## config.mk

```make
export PLATFORM = sky130hd
export DESIGN_NAME = serial_cmp_ctrl_flat
export DESIGN_NICKNAME = d
export VERILOG_FILES = /design/src/rtl/alu_pkg.sv /design/src/rtl/serial_cmp_ctrl_if.sv /design/src/rtl/comparator_2.sv /design/src/rtl/serial_cmp_ctrl.sv /design/src/flat_wrapper.sv
export SDC_FILE = /design/constraint.sdc
export NUM_CORES = 1
export LEC_CHECK = 0
export BUFFER_PORTS_ARGS = -buffer_cell sky130_fd_sc_hd__buf_2
export CORE_ASPECT_RATIO = 0.5
export CORE_MARGIN = 3
export CORE_UTILIZATION = 50
export CTS_CLUSTER_SIZE = 12
export DETAILED_ROUTE_END_ITERATION = 16
export PLACE_DENSITY = 0.75
export SETUP_SLACK_MARGIN = 0.02
export SYNTH_ARGS = -nofsm -noshare
export SYNTH_HDL_FRONTEND = slang
export SYNTH_SLANG_ARGS = --single-unit
export TNS_END_PERCENT = 30
```

## constraint.sdc

```tcl
create_clock -name clock -period 4.7 [get_ports clock]
set_input_delay 0.235 -clock clock [delete_from_list [all_inputs] [get_ports clock]]
set_output_delay 0.235 -clock clock [all_outputs]
set_load 0.05 [all_outputs]
```

## src/rtl/alu_pkg.sv

```systemverilog
// alu_pkg
// Shared definitions for the ALU compare path.
//   state_t : controller state encoding (S_IDLE=0, S_RUN=1, S_DONE=2)
//   SLICE_W : bits of each operand consumed per comparator step
package alu_pkg;

    localparam int SLICE_W = 2;

    typedef enum logic [1:0] {
        S_IDLE = 2'd0,
        S_RUN  = 2'd1,
        S_DONE = 2'd2
    } state_t;

endpackage

```

## src/rtl/serial_cmp_ctrl_if.sv

```systemverilog
// serial_cmp_ctrl_if
// Handshake and result bundle of the serial magnitude comparator.
//   start       : request, taken when ready=1
//   data_a/b    : operands, sampled on the accept cycle
//   ready       : controller idle
//   done        : one-cycle result-valid pulse
//   eq/gt/lt    : result flags, held until the next result or reset
//   steps_used  : slice evaluations consumed by the last compare
// master drives the request side, slave is the controller.
interface serial_cmp_ctrl_if #(
    parameter int WIDTH = 32
) ();

    localparam int CNT_W = $clog2(WIDTH / 2);

    logic             start;
    logic [WIDTH-1:0] data_a;
    logic [WIDTH-1:0] data_b;
    logic             ready;
    logic             done;
    logic             eq;
    logic             gt;
    logic             lt;
    logic [CNT_W:0]   steps_used;

    modport master (
        output start, data_a, data_b,
        input  ready, done, eq, gt, lt, steps_used
    );

    modport slave (
        input  start, data_a, data_b,
        output ready, done, eq, gt, lt, steps_used
    );

endinterface

```

## src/rtl/comparator_2.sv

```systemverilog
// comparator_2
// Combinational 2-bit magnitude comparator slice with a cascaded EQ/GT chain.
//   a, b    : operand pair for this slice
//   eq_in   : all more-significant pairs were equal
//   gt_in   : A already known greater from more-significant pairs
//   eq_out  : A == B through this slice
//   gt_out  : A > B through this slice
module comparator_2
    import alu_pkg::*;
(
    input  logic [SLICE_W-1:0] a,
    input  logic [SLICE_W-1:0] b,
    input  logic               eq_in,
    input  logic               gt_in,
    output logic               eq_out,
    output logic               gt_out
);

    // Once a more-significant pair has decided the result, this slice can
    // only pass it through; it contributes only while the chain is still equal.
    assign eq_out = eq_in & (a == b);
    assign gt_out = gt_in | (eq_in & (a > b));

endmodule

```

## src/rtl/serial_cmp_ctrl.sv

```systemverilog
// serial_cmp_ctrl
// Multi-cycle magnitude comparator: walks the operands two bits per cycle,
// MSB pair first, through one comparator_2 slice and stops as soon as the
// result is decided.
// Ports:
//   clock : rising-edge clock
//   reset : synchronous, active-low
//   bus   : serial_cmp_ctrl_if.slave (start/data_a/data_b in;
//           ready/done/eq/gt/lt/steps_used out)
// Configuration:
//   SERIAL_CMP_SIGNED_EN : when defined, two's-complement signed compare;
//                          otherwise unsigned.
module serial_cmp_ctrl
    import alu_pkg::*;
#(
    parameter int WIDTH = 32
) (
    input  logic               clock,
    input  logic               reset,
    serial_cmp_ctrl_if.slave   bus
);

    localparam int STEPS = WIDTH / 2;
    localparam int CNT_W = $clog2(WIDTH / 2);
    localparam logic [CNT_W:0] LAST_CNT = (CNT_W + 1)'(STEPS);

    state_t           state;
    state_t           state_nx;

    logic [WIDTH-1:0] sh_a;
    logic [WIDTH-1:0] sh_b;
    logic [WIDTH-1:0] load_a;
    logic [WIDTH-1:0] load_b;
    logic             chain_eq;
    logic             chain_gt;
    logic [CNT_W:0]   cnt;
    logic [CNT_W:0]   cnt_inc;
    logic             last_step;

    logic             slice_eq;
    logic             slice_gt;

    logic             res_eq;
    logic             res_gt;
    logic             res_lt;
    logic [CNT_W:0]   res_steps;

`ifdef SERIAL_CMP_SIGNED_EN
    // Flipping the sign bit maps two's-complement order onto unsigned order,
    // so the rest of the datapath stays unsigned.
    assign load_a = {~bus.data_a[WIDTH-1], bus.data_a[WIDTH-2:0]};
    assign load_b = {~bus.data_b[WIDTH-1], bus.data_b[WIDTH-2:0]};
`else
    assign load_a = bus.data_a;
    assign load_b = bus.data_b;
`endif

    assign cnt_inc   = cnt + {{CNT_W{1'b0}}, 1'b1};
    assign last_step = (cnt_inc == LAST_CNT);

    comparator_2 u_slice (
        .a      (sh_a[WIDTH-1 -: SLICE_W]),
        .b      (sh_b[WIDTH-1 -: SLICE_W]),
        .eq_in  (chain_eq),
        .gt_in  (chain_gt),
        .eq_out (slice_eq),
        .gt_out (slice_gt)
    );

    // State register.
    always_ff @(posedge clock) begin
        if (!reset) begin
            state <= S_IDLE;
        end else begin
            state <= state_nx;
        end
    end

    // Next-state logic and handshake outputs. RUN leaves as soon as the
    // chain goes unequal, because lower pairs can no longer change the result.
    always_comb begin
        state_nx  = state;
        bus.ready = 1'b0;
        bus.done  = 1'b0;
        case (state)
            S_IDLE: begin
                bus.ready = 1'b1;
                if (bus.start) begin
                    state_nx = S_RUN;
                end
            end
            S_RUN: begin
                if (!slice_eq || last_step) begin
                    state_nx = S_DONE;
                end
            end
            S_DONE: begin
                bus.done = 1'b1;
                state_nx = S_IDLE;
            end
            default: begin
                state_nx = S_IDLE;
            end
        endcase
    end

    // Operand shifters, compare chain and step counter.
    always_ff @(posedge clock) begin
        if (!reset) begin
            sh_a     <= '0;
            sh_b     <= '0;
            chain_eq <= 1'b0;
            chain_gt <= 1'b0;
            cnt      <= '0;
        end else begin
            case (state)
                S_IDLE: begin
                    if (bus.start) begin
                        sh_a     <= load_a;
                        sh_b     <= load_b;
                        chain_eq <= 1'b1;
                        chain_gt <= 1'b0;
                        cnt      <= '0;
                    end
                end
                S_RUN: begin
                    chain_eq <= slice_eq;
                    chain_gt <= slice_gt;
                    sh_a     <= {sh_a[WIDTH-SLICE_W-1:0], {SLICE_W{1'b0}}};
                    sh_b     <= {sh_b[WIDTH-SLICE_W-1:0], {SLICE_W{1'b0}}};
                    cnt      <= cnt_inc;
                end
                default: begin
                end
            endcase
        end
    end

    // Result holding registers. They are loaded on the RUN exit edge from the
    // slice outputs, which is the same value the chain registers take, so the
    // flags are already valid during the DONE cycle and then hold.
    always_ff @(posedge clock) begin
        if (!reset) begin
            res_eq    <= 1'b0;
            res_gt    <= 1'b0;
            res_lt    <= 1'b0;
            res_steps <= '0;
        end else if (state == S_RUN && state_nx == S_DONE) begin
            res_eq    <= slice_eq;
            res_gt    <= slice_gt;
            res_lt    <= ~slice_eq & ~slice_gt;
            res_steps <= cnt_inc;
        end
    end

    assign bus.eq         = res_eq;
    assign bus.gt         = res_gt;
    assign bus.lt         = res_lt;
    assign bus.steps_used = res_steps;

endmodule

```

## src/flat_wrapper.sv

```systemverilog
// flat-port wrapper written by rule: the top's interface ports become plain ports
module serial_cmp_ctrl_flat import alu_pkg::*;
#(
    parameter int WIDTH = 32
)
  (clock, reset, bus_start, bus_data_a, bus_data_b, bus_ready, bus_done, bus_eq, bus_gt, bus_lt, bus_steps_used);
  serial_cmp_ctrl_if #(.WIDTH(WIDTH)) bus_i ();
  input  logic clock;
  input  logic reset;
  input wire logic [$bits(bus_i.start)-1:0] bus_start;
  input wire logic [$bits(bus_i.data_a)-1:0] bus_data_a;
  input wire logic [$bits(bus_i.data_b)-1:0] bus_data_b;
  output wire logic [$bits(bus_i.ready)-1:0] bus_ready;
  output wire logic [$bits(bus_i.done)-1:0] bus_done;
  output wire logic [$bits(bus_i.eq)-1:0] bus_eq;
  output wire logic [$bits(bus_i.gt)-1:0] bus_gt;
  output wire logic [$bits(bus_i.lt)-1:0] bus_lt;
  output wire logic [$bits(bus_i.steps_used)-1:0] bus_steps_used;
  assign bus_i.start = bus_start;
  assign bus_i.data_a = bus_data_a;
  assign bus_i.data_b = bus_data_b;
  assign bus_ready = bus_i.ready;
  assign bus_done = bus_i.done;
  assign bus_eq = bus_i.eq;
  assign bus_gt = bus_i.gt;
  assign bus_lt = bus_i.lt;
  assign bus_steps_used = bus_i.steps_used;
  serial_cmp_ctrl #(.WIDTH(WIDTH)) u_core (.clock(clock), .reset(reset), .bus(bus_i));
endmodule
```

==> summary by stage <==
Status
The run finished with clean final reports.

Critical path
The type of element capturing the critical path is a flip-flop. The startpoint type of the worst setup path is a flip-flop. The worst path required time is 4.87 ns.

The worst setup path is of the flip-flop to flip-flop kind. In this run the worst path has a maximum fanout of 61. For the worst setup path, the data arrival time is 2.97 ns.

Route
In the detailed route, the total length drawn on met2 is 3730 µm. After detailed routing, the number of remaining DRC violations is 0. Detailed routing inserted a total of 3,064 vias. Routed signal wires occupy layers up through met4. The met3 wire length is 491 µm. The detailed-route wire length is a little over 8000 µm. The post-route antenna net violation count is 0. In the final routing, the length of wire on met1 measures around 4000 µm. The detailed router finished its first iteration with between 300 and 400 violations.

The number of detailed-route iterations in the first pass is 4. The average wire length per cell after detail routing is 15.8 µm. The detailed-route vias per instance is 5.87.

GRT
The initial antenna violation count is 0. Across every metal layer, demand over resource in global routing totals 0.218. The first global-routing pass estimated 13,400 µm of wire. The via count of the first global-routing pass is roughly 2,900. Entering global routing, the biggest net connects 64 pins.

The total congestion overflow is 0.

Timing
Adding up every negative setup slack in the final design gives 0 ns. The actual transition at the worst max-transition pin is 1.12 ns. The max-slew violation count is 0.

Setup violations remaining at the end of the flow were counted as 0. The worst path needs 2.80 ns of the cycle, external delays included. In the finished design, the share of the clock period the worst path needs comes to 0.596. In this run the tightest slew margin relative to its limit is 0.249. The tightest hold path in the finished design has a slack of 0.162 ns. The maximum achievable frequency is 357 MHz.

The number of failing hold endpoints at the final stage is 0. Across the routed clock network, the largest skew measured is 0.00469 ns. Across all setup checks in the final design, the least slack found is 1.90 ns. Setup repair after global routing left no endpoint under its margin.

Synth
When the netlist entered floorplanning its net count stood at 445. The most frequently used cell type in the post-synthesis netlist is sky130_fd_sc_hd__dfxtp_1. Of all flip-flops after synthesis, the portion carrying an async set or reset was 0.

The average size of a mapped cell is 8.74 µm². The synthesized design spends more area on one cell type than any other, namely sky130_fd_sc_hd__dfxtp_1. Synthesis inferred 81 register bits. In the synthesized netlist, the cells that appear most often are 81 x sky130_fd_sc_hd__dfxtp_1, 60 x sky130_fd_sc_hd__a21oi_1, 60 x sky130_fd_sc_hd__o22ai_1. The number of enable-type register cells in the synthesized netlist is 0. The synthesized cell area is 0.00328 mm². After technology mapping, the gate count stands at 375.

Of the post-synthesis cell area, the dominant cell type holds 0.495. Among all flip-flop cells after synthesis, the most frequent one is sky130_fd_sc_hd__dfxtp_1. Yosys attributes the largest share of cell area to sky130_fd_sc_hd__dfxtp_1 50%, sky130_fd_sc_hd__o22ai_1 11%, sky130_fd_sc_hd__a21oi_1 9.2%.

Of the synthesized area, sequential elements account for 0.495. Yosys printed 0 warnings. Counting distinct cell types in the post-synthesis netlist gives 36.

CTS
The root buffer cell is sky130_fd_sc_hd__clkbuf_16. Clock tree synthesis found a total of 81 sinks. Counting the buffers created by CTS gives 9. For the worst-skew pair, the clock arrives at the later sink with an insertion delay of ~0.33 ns.

The worst-case clock buffer depth is 2. The number of hold buffers added after CTS was 0. The TritonCTS clock tree is yes.

Clock-pin slew was measured on the worst setup and hold paths at 0.06 ns. The total setup buffers inserted after CTS is 0. The H-tree was split into 3 levels. The post-cts resize count is 0.

Power
The share of total power dissipated in combinational logic is 0.131. The internal power is 1.38 mW. The fraction of power consumed by sequential logic is 0.431. Across the VDD grid, the largest voltage drop is 0.000227 V. Summed over all nets, the switching power comes to 452 µW.

For this design the static power due to leakage is roughly 1.6 nW. Dividing total power by cell area gives a power density of 460 mW/mm². Of the total power, the share spent switching nets is 0.247.

After layout, the design draws a total of 1.83 mW. The clock network fraction of total power is 0.438.

Finish
The final layout contains approximately 500 nets. The area taken by multi-input logic gates is 0.00149 mm². Relative to the synthesized area, the layout overhead comes to 21.7%.

In the final layout, flip-flops and latches occupy 0.00162 mm². The post-layout instance count excluding filler cells is approximately 520. The repair_antennas step left the layout with diodes totalling 0. After routing the design area is around 0.0040 mm².

Counting the fill cells in the layout gives 540. In the final layout, the share of cells above drive strength 1 is 0.235. The share of the core filled with cells in the final layout is 0.642.

Floorplanning
The die covers 0.00762 mm². The vertical die dimension is around 63 µm. For this configuration, the core starts out at a cell density of 0.528. The I/O pin count is a little under 80.

The standard cell core area is 0.00621 mm². The count of standard-cell rows is 20. The horizontal die dimension is 120 µm.

Min path
The tightest min-delay check is of the input port to flip-flop type.

Placement
The placer's final routability congestion estimate is about 0.82. The HPWL after detailed placement is 5030 µm. The standard cell area after detailed placement is 0.00364 mm². In this run the tool buffered the top-level ports with 76 buffer cells. The post-placement cell count is slightly above 500.

Prior to clock tree synthesis, the placed netlist has a worst setup slack of slightly below 2 ns.

Job
Max-cap violations in this run came to 0.
-- power groups by stage --
| stage | combinational (mW) | sequential [mW] | clock (mW) |
|---|---|---|---|
| global route | 0.268 | 0.796 | 0.839 |
| detailed placement | 0.236 | 0.801 | 0 |
| CTS | 0.239 | 0.788 | 0.813 |
| finish | 0.241 | 0.790 | 0.802 |
| floorplan | 0.166 | 0.802 | 0 |
| global placement | 0.229 | 0.799 | 0 |
-- critical path, stage by stage, from the launching register on --
cell                      delay (ns)
sky130_fd_sc_hd__dfxtp_1        0.38
sky130_fd_sc_hd__inv_2          0.76
sky130_fd_sc_hd__nand2_2        0.93
sky130_fd_sc_hd__o22ai_1        0.42
sky130_fd_sc_hd__a21oi_1        0.12
-- kinds of logic after synthesis --
family	after synthesis	synth area share
compound gates	202	0.356
xor+xnor	3	0.00802
fa+ha+maj	3	0.0115
buf+inv	42	0.0535
flops	81	0.495
mux	6	0.0183
simple gates	38	0.0573
-- final timing paths --
path              slack [ns]  cells past startpoint                        to                     start
setup / recovery        1.90                      4            u_core.sh_a[8]           u_core.state[0]
hold / removal          0.16                      3            u_core.sh_a[1]             bus_data_a[1]
hold reg to reg         0.46                      2  u_core.bus.steps_used[4]  u_core.bus.steps_used[4]
setup reg to reg        1.90                      4            u_core.sh_a[8]           u_core.state[0]
-- final cells by class --
| cell class | count | share of cell area |
|---|---|---|
| Sequential cell | 81 | 0.407 |
| Multi-Input combinational cell | 252 | 0.373 |
| Timing Repair Buffer | 78 | 0.0992 |
| Clock buffer | 11 | 0.0609 |
| Tap cell | 88 | 0.0276 |
| Clock inverter | 5 | 0.0257 |
| Inverter | 7 | 0.00659 |
-- placed cells by master, fill, tap and decap left out, types with 2 or more instances in the layout --
cell / netlist / final
sky130_fd_sc_hd__o211ai_1: 2 / 2
sky130_fd_sc_hd__inv_1: 5 / 5
sky130_fd_sc_hd__nor2_1: 14 / 14
sky130_fd_sc_hd__buf_2: 7 / 76
sky130_fd_sc_hd__buf_4: 0 / 2
sky130_fd_sc_hd__nand2b_1: 2 / 2
sky130_fd_sc_hd__ha_1: 3 / 3
sky130_fd_sc_hd__nand2_1: 14 / 13
sky130_fd_sc_hd__mux2i_1: 6 / 6
sky130_fd_sc_hd__a21oi_1: 60 / 60
sky130_fd_sc_hd__dfxtp_1: 81 / 81
sky130_fd_sc_hd__bufinv_16: 0 / 3
sky130_fd_sc_hd__o22ai_1: 60 / 60
sky130_fd_sc_hd__a22oi_1: 8 / 8
sky130_fd_sc_hd__nand3_1: 2 / 2
sky130_fd_sc_hd__clkbuf_16: 0 / 9
sky130_fd_sc_hd__o211a_1: 4 / 4
sky130_fd_sc_hd__o21ai_0: 58 / 58
sky130_fd_sc_hd__xnor2_1: 2 / 2
sky130_fd_sc_hd__a221oi_1: 2 / 2
sky130_fd_sc_hd__inv_2: 2 / 2
-- layer usage --
metal  track usage  vias up
met5             0        -
met4        0.0593        0
met2         0.331      105
met1         0.303     1441
met3        0.0628       10
li1              -     1508
-- registers in the layout (all words and copies together) (netlist names) --
| signal | count |
|---|---|
| u_core.sh_a | 32 |
| u_core.sh_b | 32 |
| u_core.bus.steps_used | 5 |
| u_core.cnt | 5 |
| u_core.state | 2 |
| u_core.bus.eq | 1 |
| u_core.bus.gt | 1 |
| u_core.bus.lt | 1 |
| u_core.chain_eq | 1 |
| u_core.chain_gt | 1 |
(Power assumes the default switching activity.)
